[src/rtl/lcd_text_pkg.sv]
// lcd_text_pkg: display geometry, control codes and controller states for the LCD text buffer
package lcd_text_pkg;
    localparam int ROWS = 4;
    localparam int COLS = 16;
    localparam logic [7:0] CR = 8'h0D;
    localparam logic [7:0] LF = 8'h0A;
    localparam logic [7:0] BS = 8'h08;
    localparam logic [7:0] FF = 8'h0C;
    typedef enum logic [1:0] {CLEAR, IDLE, SCROLL, BLANK} state_t;
endpackage

[src/rtl/lcd_text_ram.sv]
// lcd_text_ram: 64x8 text store, one write port, registered LCD-side and scroll-side read ports
module lcd_text_ram
    import lcd_text_pkg::*;
(
    input  logic       clk,
    input  logic       rst_n,
    input  logic       we,
    input  logic [5:0] waddr,
    input  logic [7:0] wdata,
    input  logic [5:0] ra_addr,
    output logic [7:0] ra_data,
    input  logic [5:0] rb_addr,
    output logic [7:0] rb_data
);
    logic [7:0] mem [ROWS*COLS];
    // storage is deliberately unreset; the controller clears it after reset
    always_ff @(posedge clk) if (we) mem[waddr] <= wdata;
    // both read ports return the contents before any same-edge write
    always_ff @(posedge clk or negedge rst_n)
        if (!rst_n) begin
            ra_data <= 8'h00;
            rb_data <= 8'h00;
        end else begin
            ra_data <= mem[ra_addr];
            rb_data <= mem[rb_addr];
        end
endmodule

[src/rtl/lcd_text_buffer.sv]
// lcd_text_buffer: 4x16 character buffer with cursor, control codes and per-row dirty flags; LCD_TEXT_SCROLL_EN selects scroll instead of wrap-to-top
module lcd_text_buffer
    import lcd_text_pkg::*;
#(
    parameter logic [7:0] FILL_CHAR           = 8'h20,
    parameter int         SCROLL_CYC_PER_BYTE = 2
) (
    input  logic       clk,
    input  logic       rst_n,
    input  logic       ch_valid,
    input  logic [7:0] ch_data,
    output logic       ch_ready,
    input  logic [5:0] rd_addr,
    output logic [7:0] rd_data,
    output logic [3:0] dirty,
    input  logic [3:0] dirty_clr,
    output logic       busy,
    output logic [1:0] cur_row,
    output logic [3:0] cur_col
);
`ifdef LCD_TEXT_SCROLL_EN
    localparam bit SCROLL_EN = 1'b1;
`else
    localparam bit SCROLL_EN = 1'b0;
`endif
    localparam int PW = SCROLL_CYC_PER_BYTE > 1 ? $clog2(SCROLL_CYC_PER_BYTE) : 1;
    localparam logic [PW-1:0] PH_LAST = PW'(SCROLL_CYC_PER_BYTE - 1);

    state_t        state, state_n;
    logic [5:0]    cnt, cnt_n, waddr, rb_addr;
    logic [PW-1:0] phase, phase_n;
    logic [1:0]    row, row_n, blank_row, blank_row_n;
    logic [3:0]    col, col_n, dirty_set;
    logic [7:0]    wdata, rb_data;
    logic          we, hs, printable;

    assign ch_ready  = state == IDLE;
    assign busy      = state != IDLE;
    assign hs        = ch_valid && ch_ready;
    assign printable = ch_data >= 8'h20 && ch_data <= 8'h7E;
    assign cur_row   = row;
    assign cur_col   = col;
    assign rb_addr   = cnt + 6'd16;

    lcd_text_ram u_ram (
        .clk(clk), .rst_n(rst_n), .we(we), .waddr(waddr), .wdata(wdata),
        .ra_addr(rd_addr), .ra_data(rd_data), .rb_addr(rb_addr), .rb_data(rb_data)
    );

    // next state, cursor, store write and dirty-set decode; scroll reads source at phase 0, writes at last phase
    always_comb begin
        state_n     = state;
        cnt_n       = cnt + 6'd1;
        phase_n     = phase;
        row_n       = row;
        col_n       = col;
        blank_row_n = blank_row;
        dirty_set   = 4'h0;
        we          = 1'b0;
        waddr       = cnt;
        wdata       = FILL_CHAR;
        case (state)
            CLEAR: begin
                we = 1'b1;
                if (cnt == 6'd63) begin
                    state_n   = IDLE;
                    dirty_set = 4'hF;
                end
            end
            BLANK: begin
                we    = 1'b1;
                waddr = {blank_row, cnt[3:0]};
                if (cnt == 6'd15) begin
                    state_n   = IDLE;
                    dirty_set = SCROLL_EN ? 4'hF : 4'h1 << blank_row;
                end
            end
            SCROLL: begin
                we      = phase == PH_LAST;
                wdata   = rb_data;
                phase_n = we ? '0 : phase + 1'b1;
                cnt_n   = we ? cnt + 6'd1 : cnt;
                if (we && cnt == 6'd47) begin
                    state_n = BLANK;
                    cnt_n   = '0;
                end
            end
            default: begin
                cnt_n   = '0;
                phase_n = '0;
                waddr   = {row, col};
                if (hs && printable) begin
                    we             = 1'b1;
                    wdata          = ch_data;
                    dirty_set[row] = 1'b1;
                    col_n          = col + 4'd1;
                end
                if (hs && ch_data == BS && col != 4'd0) begin
                    we             = 1'b1;
                    waddr          = {row, col - 4'd1};
                    dirty_set[row] = 1'b1;
                    col_n          = col - 4'd1;
                end
                if (hs && ch_data == CR) col_n = 4'd0;
                if (hs && ch_data == FF) begin
                    row_n     = 2'd0;
                    col_n     = 4'd0;
                    dirty_set = 4'hF;
                    state_n   = CLEAR;
                end
                if (hs && (ch_data == LF || (printable && col == 4'd15))) begin
                    col_n = 4'd0;
                    if (row != 2'd3) row_n = row + 2'd1;
                    else if (SCROLL_EN) begin
                        state_n     = SCROLL;
                        blank_row_n = 2'd3;
                    end else begin
                        state_n     = BLANK;
                        row_n       = 2'd0;
                        blank_row_n = 2'd0;
                    end
                end
            end
        endcase
    end

    // state registers; dirty set wins over a same-cycle clear
    always_ff @(posedge clk or negedge rst_n)
        if (!rst_n) begin
            state     <= CLEAR;
            cnt       <= '0;
            phase     <= '0;
            row       <= '0;
            col       <= '0;
            blank_row <= '0;
            dirty     <= 4'hF;
        end else begin
            state     <= state_n;
            cnt       <= cnt_n;
            phase     <= phase_n;
            row       <= row_n;
            col       <= col_n;
            blank_row <= blank_row_n;
            dirty     <= (dirty & ~dirty_clr) | dirty_set;
        end
endmodule

[config.mk]
export PLATFORM = sky130hd
export DESIGN_NAME = lcd_text_buffer
export DESIGN_NICKNAME = d
export VERILOG_FILES = /design/src/rtl/lcd_text_pkg.sv /design/src/rtl/lcd_text_ram.sv /design/src/rtl/lcd_text_buffer.sv
export SDC_FILE = /design/constraint.sdc
export NUM_CORES = 1
export LEC_CHECK = 0
export CAP_MARGIN = 20
export CORE_MARGIN = 4
export CORE_UTILIZATION = 45
export DETAILED_ROUTE_END_ITERATION = 16
export GPL_ROUTABILITY_DRIVEN = 0
export PLACE_DENSITY_LB_ADDON = 0.12
export SLEW_MARGIN = 10
export SYNTH_ARGS = -nofsm -noshare
export SYNTH_HDL_FRONTEND = slang
export SYNTH_SLANG_ARGS = --single-unit
[constraint.sdc]
create_clock -name clk -period 8.1 [get_ports clk]
set_clock_uncertainty 0.2 [all_clocks]
set_input_delay 1.215 -clock clk [delete_from_list [all_inputs] [get_ports clk]]
set_output_delay 1.215 -clock clk [all_outputs]
set_load 0.03 [all_outputs]
Yosys cells after proc, flatten, opt, wreduce, memory -nomap -nowiden
Memories as Yosys holds them, arrays and structs flattened. A register that Yosys moved wholly into a read port is not among the register bits. Index checks and enable logic that the tools add are counted.

Flip-flop bits (word level): 19. Bits in writable memories: 512. Input port bits: 21. Output and inout port bits: 20. Memories: 1.

Add/subtract/negate cells: 6. $lt $le $gt $ge: 4. Eq/ne operators: 17. Multiplexer cells: 38. Bitwise gates (word level): 5. Reductions and logical operators: 24.

Memories: u_ram.mem (depth 64, width 8, rd ports 2, clocked after memory_dff 2, write ports 1, RTL line lcd_text_ram.sv:15) `logic [7:0] mem [ROWS*COLS];`.

Operators by type and width (number): 2-to-1 mux 4 bit (11); equality test 8 x 4 -> 1 bit (second input constant) (4); one-hot mux 6 bit (2 select lines) (2); 2-to-1 mux 2 bit (9); one-hot mux 8 bit (2 select lines) (1); equality test 6 bit (second input constant) (2); 2-to-1 mux 6 bit (2); one-hot mux 4 bit (3 select lines) (1); logical AND 1 bit (11); greater-or-equal comparator 8 x 6 -> 1 bit (second input constant) (1); less-or-equal comparator 8 x 7 -> 1 bit (second input constant) (1); 2-to-1 mux 8 bit (1); != test 2 bit (second input constant) (4); OR 4 bit (2); 2-to-1 mux 1 bit (7); adder 6 x 1 -> 6 bit (second input constant) (1); adder 6 x 5 -> 6 bit (second input constant) (1); equality test 6 x 4 -> 1 bit (second input constant) (1); one-hot mux 2 bit (3 select lines) (1); nonzero test 5 bit (1); adder 4 x 1 -> 4 bit (second input constant) (1); bitwise AND 4 bit (1); equality test 2 bit (second input constant) (2); equality test 4 bit (second input constant) (1); 21 further kinds (25).

Depth between registers and ports, before layout
Depth in word-level cells: 11. Mapped depth: 12.

Modules after synthesis
A second synthesis with hierarchy kept.

Cell total of the unflattened synthesis: 1412. Area, all modules: 26018.7 sq um.

Modules (own cells, without submodules): lcd_text_ram (times used 1, cells an instance 1213, area each 24354.6 sq um, seq. area each 15775.1 sq um); lcd_text_buffer (times used 1, cells an instance 199, area each 1664.1 sq um, seq. area each 480.5 sq um).

Worst setup path after synthesis
OpenSTA, ideal clock, no wires.

Path kind: input-to-reg. Start: input port ch_data[7]. End: memory u_ram.mem[0][5], data pin. Library setup time: 588 ps. Arrival: 3501 ps. Setup slack: 3811 ps. Stages: 4. Path buffers: 0. Cells stage by stage: and3b_2 -> o21ai_0 -> nor3_1 -> a31oi_1.

Longest elaborated chain between the ends: 5. Elaborated cells between the ends (all ways): 6.

RTL lines: start, declared (RTL line lcd_text_buffer.sv:11) `input logic [7:0] ch_data,`; greater-or-equal comparator 8 x 6 -> 1 bit or less-or-equal comparator 8 x 7 -> 1 bit (tied branches) (RTL line lcd_text_buffer.sv:40) `assign printable = ch_data >= 8'h20 && ch_data <= 8'h7E;`; logical AND 1 bit * (RTL line lcd_text_buffer.sv:40); logical AND 1 bit * (RTL line lcd_text_buffer.sv:92) `if (hs && printable) begin`; 2-to-1 mux 8 bit * (RTL line lcd_text_buffer.sv:92); one-hot mux 8 bit (2 select lines) * (RTL line lcd_text_buffer.sv:62) `case (state)`; via u_ram.wdata[5] (RTL line lcd_text_ram.sv:9) `input logic [7:0] wdata,`; end, declared (RTL line lcd_text_ram.sv:15).

The timed path passes the listed nets; every way through them passes the cells marked *.

Worst setup path in the final report
Start: input port ch_data[6]. End: memory u_ram.mem[5][5], enable pin.

Longest elaborated chain between the ends: 8. Elaborated cells between the ends (all ways): 14.

RTL lines: greater-or-equal comparator 8 x 6 -> 1 bit or less-or-equal comparator 8 x 7 -> 1 bit (tied branches) (RTL line lcd_text_buffer.sv:40); logical AND 1 bit (RTL line lcd_text_buffer.sv:40); logical AND 1 bit (RTL line lcd_text_buffer.sv:92); 2-to-1 mux 1 bit (RTL line lcd_text_buffer.sv:92); 2-to-1 mux 1 bit (RTL line lcd_text_buffer.sv:98) `if (hs && ch_data == BS && col != 4'd0) begin`; one-hot mux 1 bit (2 select lines) (RTL line lcd_text_buffer.sv:62); 2-to-1 mux 1 bit (RTL line lcd_text_ram.sv:17) `always_ff @(posedge clk) if (we) mem[waddr] <= wdata;`; 2-to-1 mux 1 bit (implied by the code) (RTL line lcd_text_ram.sv:17).

Parallel ways exist; a longest one is shown, timed or not.

==> out/metrics.yaml <==
clocking:
  cts_buffers: 58
  cts_hold_buf: 0
  postCtsSetupBuffers: 0
  cts_root_buf: "clkbuf_16"
  ctsLongestPathBuffers: 3
  htreeDepth: 2
  tritoncts: "done"
  clkSinkCount: 547
  path_clk_slew_ns: 0.07
  cts_resized: 0
  clk_latency_ns: 0.62
synth:
  syn_nets: 1540
  yosysTopAreaCell: "edfxtp_1"
  ys_seq_area_share_pct: 62.13
  synth-seq-cells: 547
  synthArstFlopShare_pct: 6.399
  ys.flop_type: "edfxtp_1"
  syn_inst: 1499
  netlist_top_cells_area: "edfxtp_1 (59%), mux4_2 (21%), dfrtp_1 (3.0%), mux2i_1 (1.4%), ha_1 (0.96%)"
  syn_area_per_cell_um2: 17.45
  synth_cell_types: 71
  synth_area_um2: 26160
  ys_warn_count: 0
  synth_edf_count: 512
  synth_top_area_share_pct: 58.77
sta:
  tightest_slew_ns: 1.121
  rsz0062_at_grt: "false"
  finalSetupViolCount: 0
  fin_tns_setup_ns: 0
  finalCriticalPeriod_ns: 5.556
  whs_ns: 0.3311
  setup_slack_ns: 2.544
  slew_violations: 0
  finalCritPeriodShare_pct: 68.59
  finalHoldViolations: 0
  fmax_ghz: 0.1800
  relSlewSlack_pct: 25.30
route:
  highest_layer: "met5"
  wl_met2_mm: 35.81
  drt-pass1-iter-count: 5
  ant_nets: 0
  viasPerCell: 6.737
  dr.first_iter.drc_count: 2070
  route.detailed.wl_per_inst_um: 33.45
  wl_mm: 79.11
  met1Wirelength_mm: 32.61
  vias: 15934
  wl_met3_mm: 8.223
  drc: 0
cells_and_area:
  fin_cells: 2365
  layout.nets: 1594
  fillers: 4612
  fin_area_um2: 29660
  drive_gt1_share_pct: 29.27
  areaGrowthSynthToFinish_pct: 13.38
  finish.utilization_pct: 51.51
hold_path:
  holdCritPathClass: "reg2reg"
floorplan:
  die_area_um2: 62060
  rows: 88
  core_um2: 57590
  io_pins: 41
  die_height_um: 249.1
  die_w_um: 249.1
  start_util_pct: 45.43
grt:
  grt_start_max_net_pins: 66
  grtUsageTotal_pct: 25.18
  grt_pass1_wl_mm: 114.7
  grt_pass1_vias: 15725
  grt_antenna_before_repair: 3
  gr-total-overflow: 0
power_and_ir_drop:
  ir_drop_uv: 184.8
  power_density_nw_per_um2: 273.1
  total_power_mw: 8.101
  leakage_nw: 9.183
job:
  drv_cap: 0
critical_path:
  cp.required_ns: 8.14
  end_kind: "flip-flop"
  cp-start-kind: "input pin"
  worst_path_max_delay_cell: "nor3_1"
  worstPathCellList: "clkdlybuf4s50_1 -> nor3_2 -> nand3_2 -> nor2_2 -> ha_1 -> mux2i_1 -> nand4b_1 -> nor3_1"
  arrival_ns: 5.59
  crit_fanout: 12
  max_stage_delay_ns: 1.23
  worst-setup-path-type: "in2reg"
placed_design:
  dp.cells: 2249
  portBuffers: 40
  post_dp_cell_area_um2: 27540
  hpwl_mm: 51.06
  pre_cts_ws_ns: 1.933
run_status:
  status: "finished, final reports clean"
power breakdown:
part	switching [mW]	leakage, nW	internal, mW
clock	1.12	0.994	1.74
sequential	0.118	5.06	3.28
combinational	1.13	3.13	0.708
routing by layer:
layer / track usage (%) / vias up
li1: - / 6456
met5: 0 / -
met2: 38.32 / 952
met1: 36.54 / 8381
met3: 6.640 / 141
met4: 6.822 / 4
cells in the final DEF, fill, tap and decap left out, types with 21 or more instances in the layout:
cell / instances
buf_4: 56
clkbuf_16: 61
clkdlybuf4s50_1: 36
dfrtp_1: 28
edfxtp_1: 512
mux2i_1: 37
mux4_2: 246
nand2_1: 66
nand3_1: 34
nor2_1: 38
nor2b_1: 21
nor3_1: 45
o21ai_0: 40
o221ai_1: 23
o22ai_1: 36
synth_stat cells, types with 14 or more instances:
master	count
a21oi_1	18
a22oi_1	18
a31oi_1	14
buf_2	42
clkbuf_1	53
dfrtp_1	31
edfxtp_1	512
ha_1	20
inv_1	17
mux2i_1	37
mux4_2	246
nand2_1	66
nand3_1	34
nor2_1	38
nor2b_1	21
nor3_1	50
o21ai_0	40
o221ai_1	23
o22ai_1	36
registers in the layout, summed over array words and instances, names as in the netlist:
signal	cells
u_ram.mem	512
dirty	4
u_ram.rb_data	8
cnt	6
state	2
cur_row	2
phase	1
cur_col	4
u_ram.ra_data	8
logic make-up (layout without fill, tap and decap cells):
kind of cell | count (synthesis) | count (layout) | share of synthesized area [%]
DFF | 547 | 547 | 62.13
muxes | 295 | 295 | 23.12
and+or+nand+nor | 283 | 283 | 5.557
AOI/OAI and AO/OA | 224 | 224 | 6.078
buffers and inverters | 129 | 229 | 2.123
adders and majority gates | 20 | 20 | 0.9565
xor gates and xnor gates | 1 | 1 | 0.03348
other | 0 | 1 | 0
worst paths after layout:
kind | cells after the start | start | slack [ns] | to
min in group asynchronous | 1 | rst_n | 0.49 | cur_row[0]
max in group asynchronous | 1 | rst_n | 6.62 | cnt[1]
min | 2 | dirty[0] | 0.33 | dirty[0]
max reg2reg | 9 | state[1] | 2.95 | u_ram.mem[5][5]
max | 8 | ch_data[6] | 2.54 | u_ram.mem[5][5]
min reg2reg | 2 | dirty[0] | 0.33 | dirty[0]
worst max-delay path, delay by kind of cell:
kind,cells,cell delay (ns)
adder cells (fa/ha/maj),1,0.36
multiplexers,1,0.41
buffers and inverters,1,0.49
AND/OR/NAND/NOR,5,3.11
cell type report:
type                            instances  area (um2)  share of cell area (%)
Clock inverter                         36       481.7                   1.624
Timing Repair Buffer                  104       867.1                   2.923
Clock buffer                           70        1560                   5.260
Tap cell                              765       957.2                   3.227
Multi-Input combinational cell        823        9459                   31.89
Antenna cell                            1       2.502                0.008436
Sequential cell                       547       16260                   54.83
Inverter                               19       71.32                  0.2404
Power figures use the tool's default switching activity.
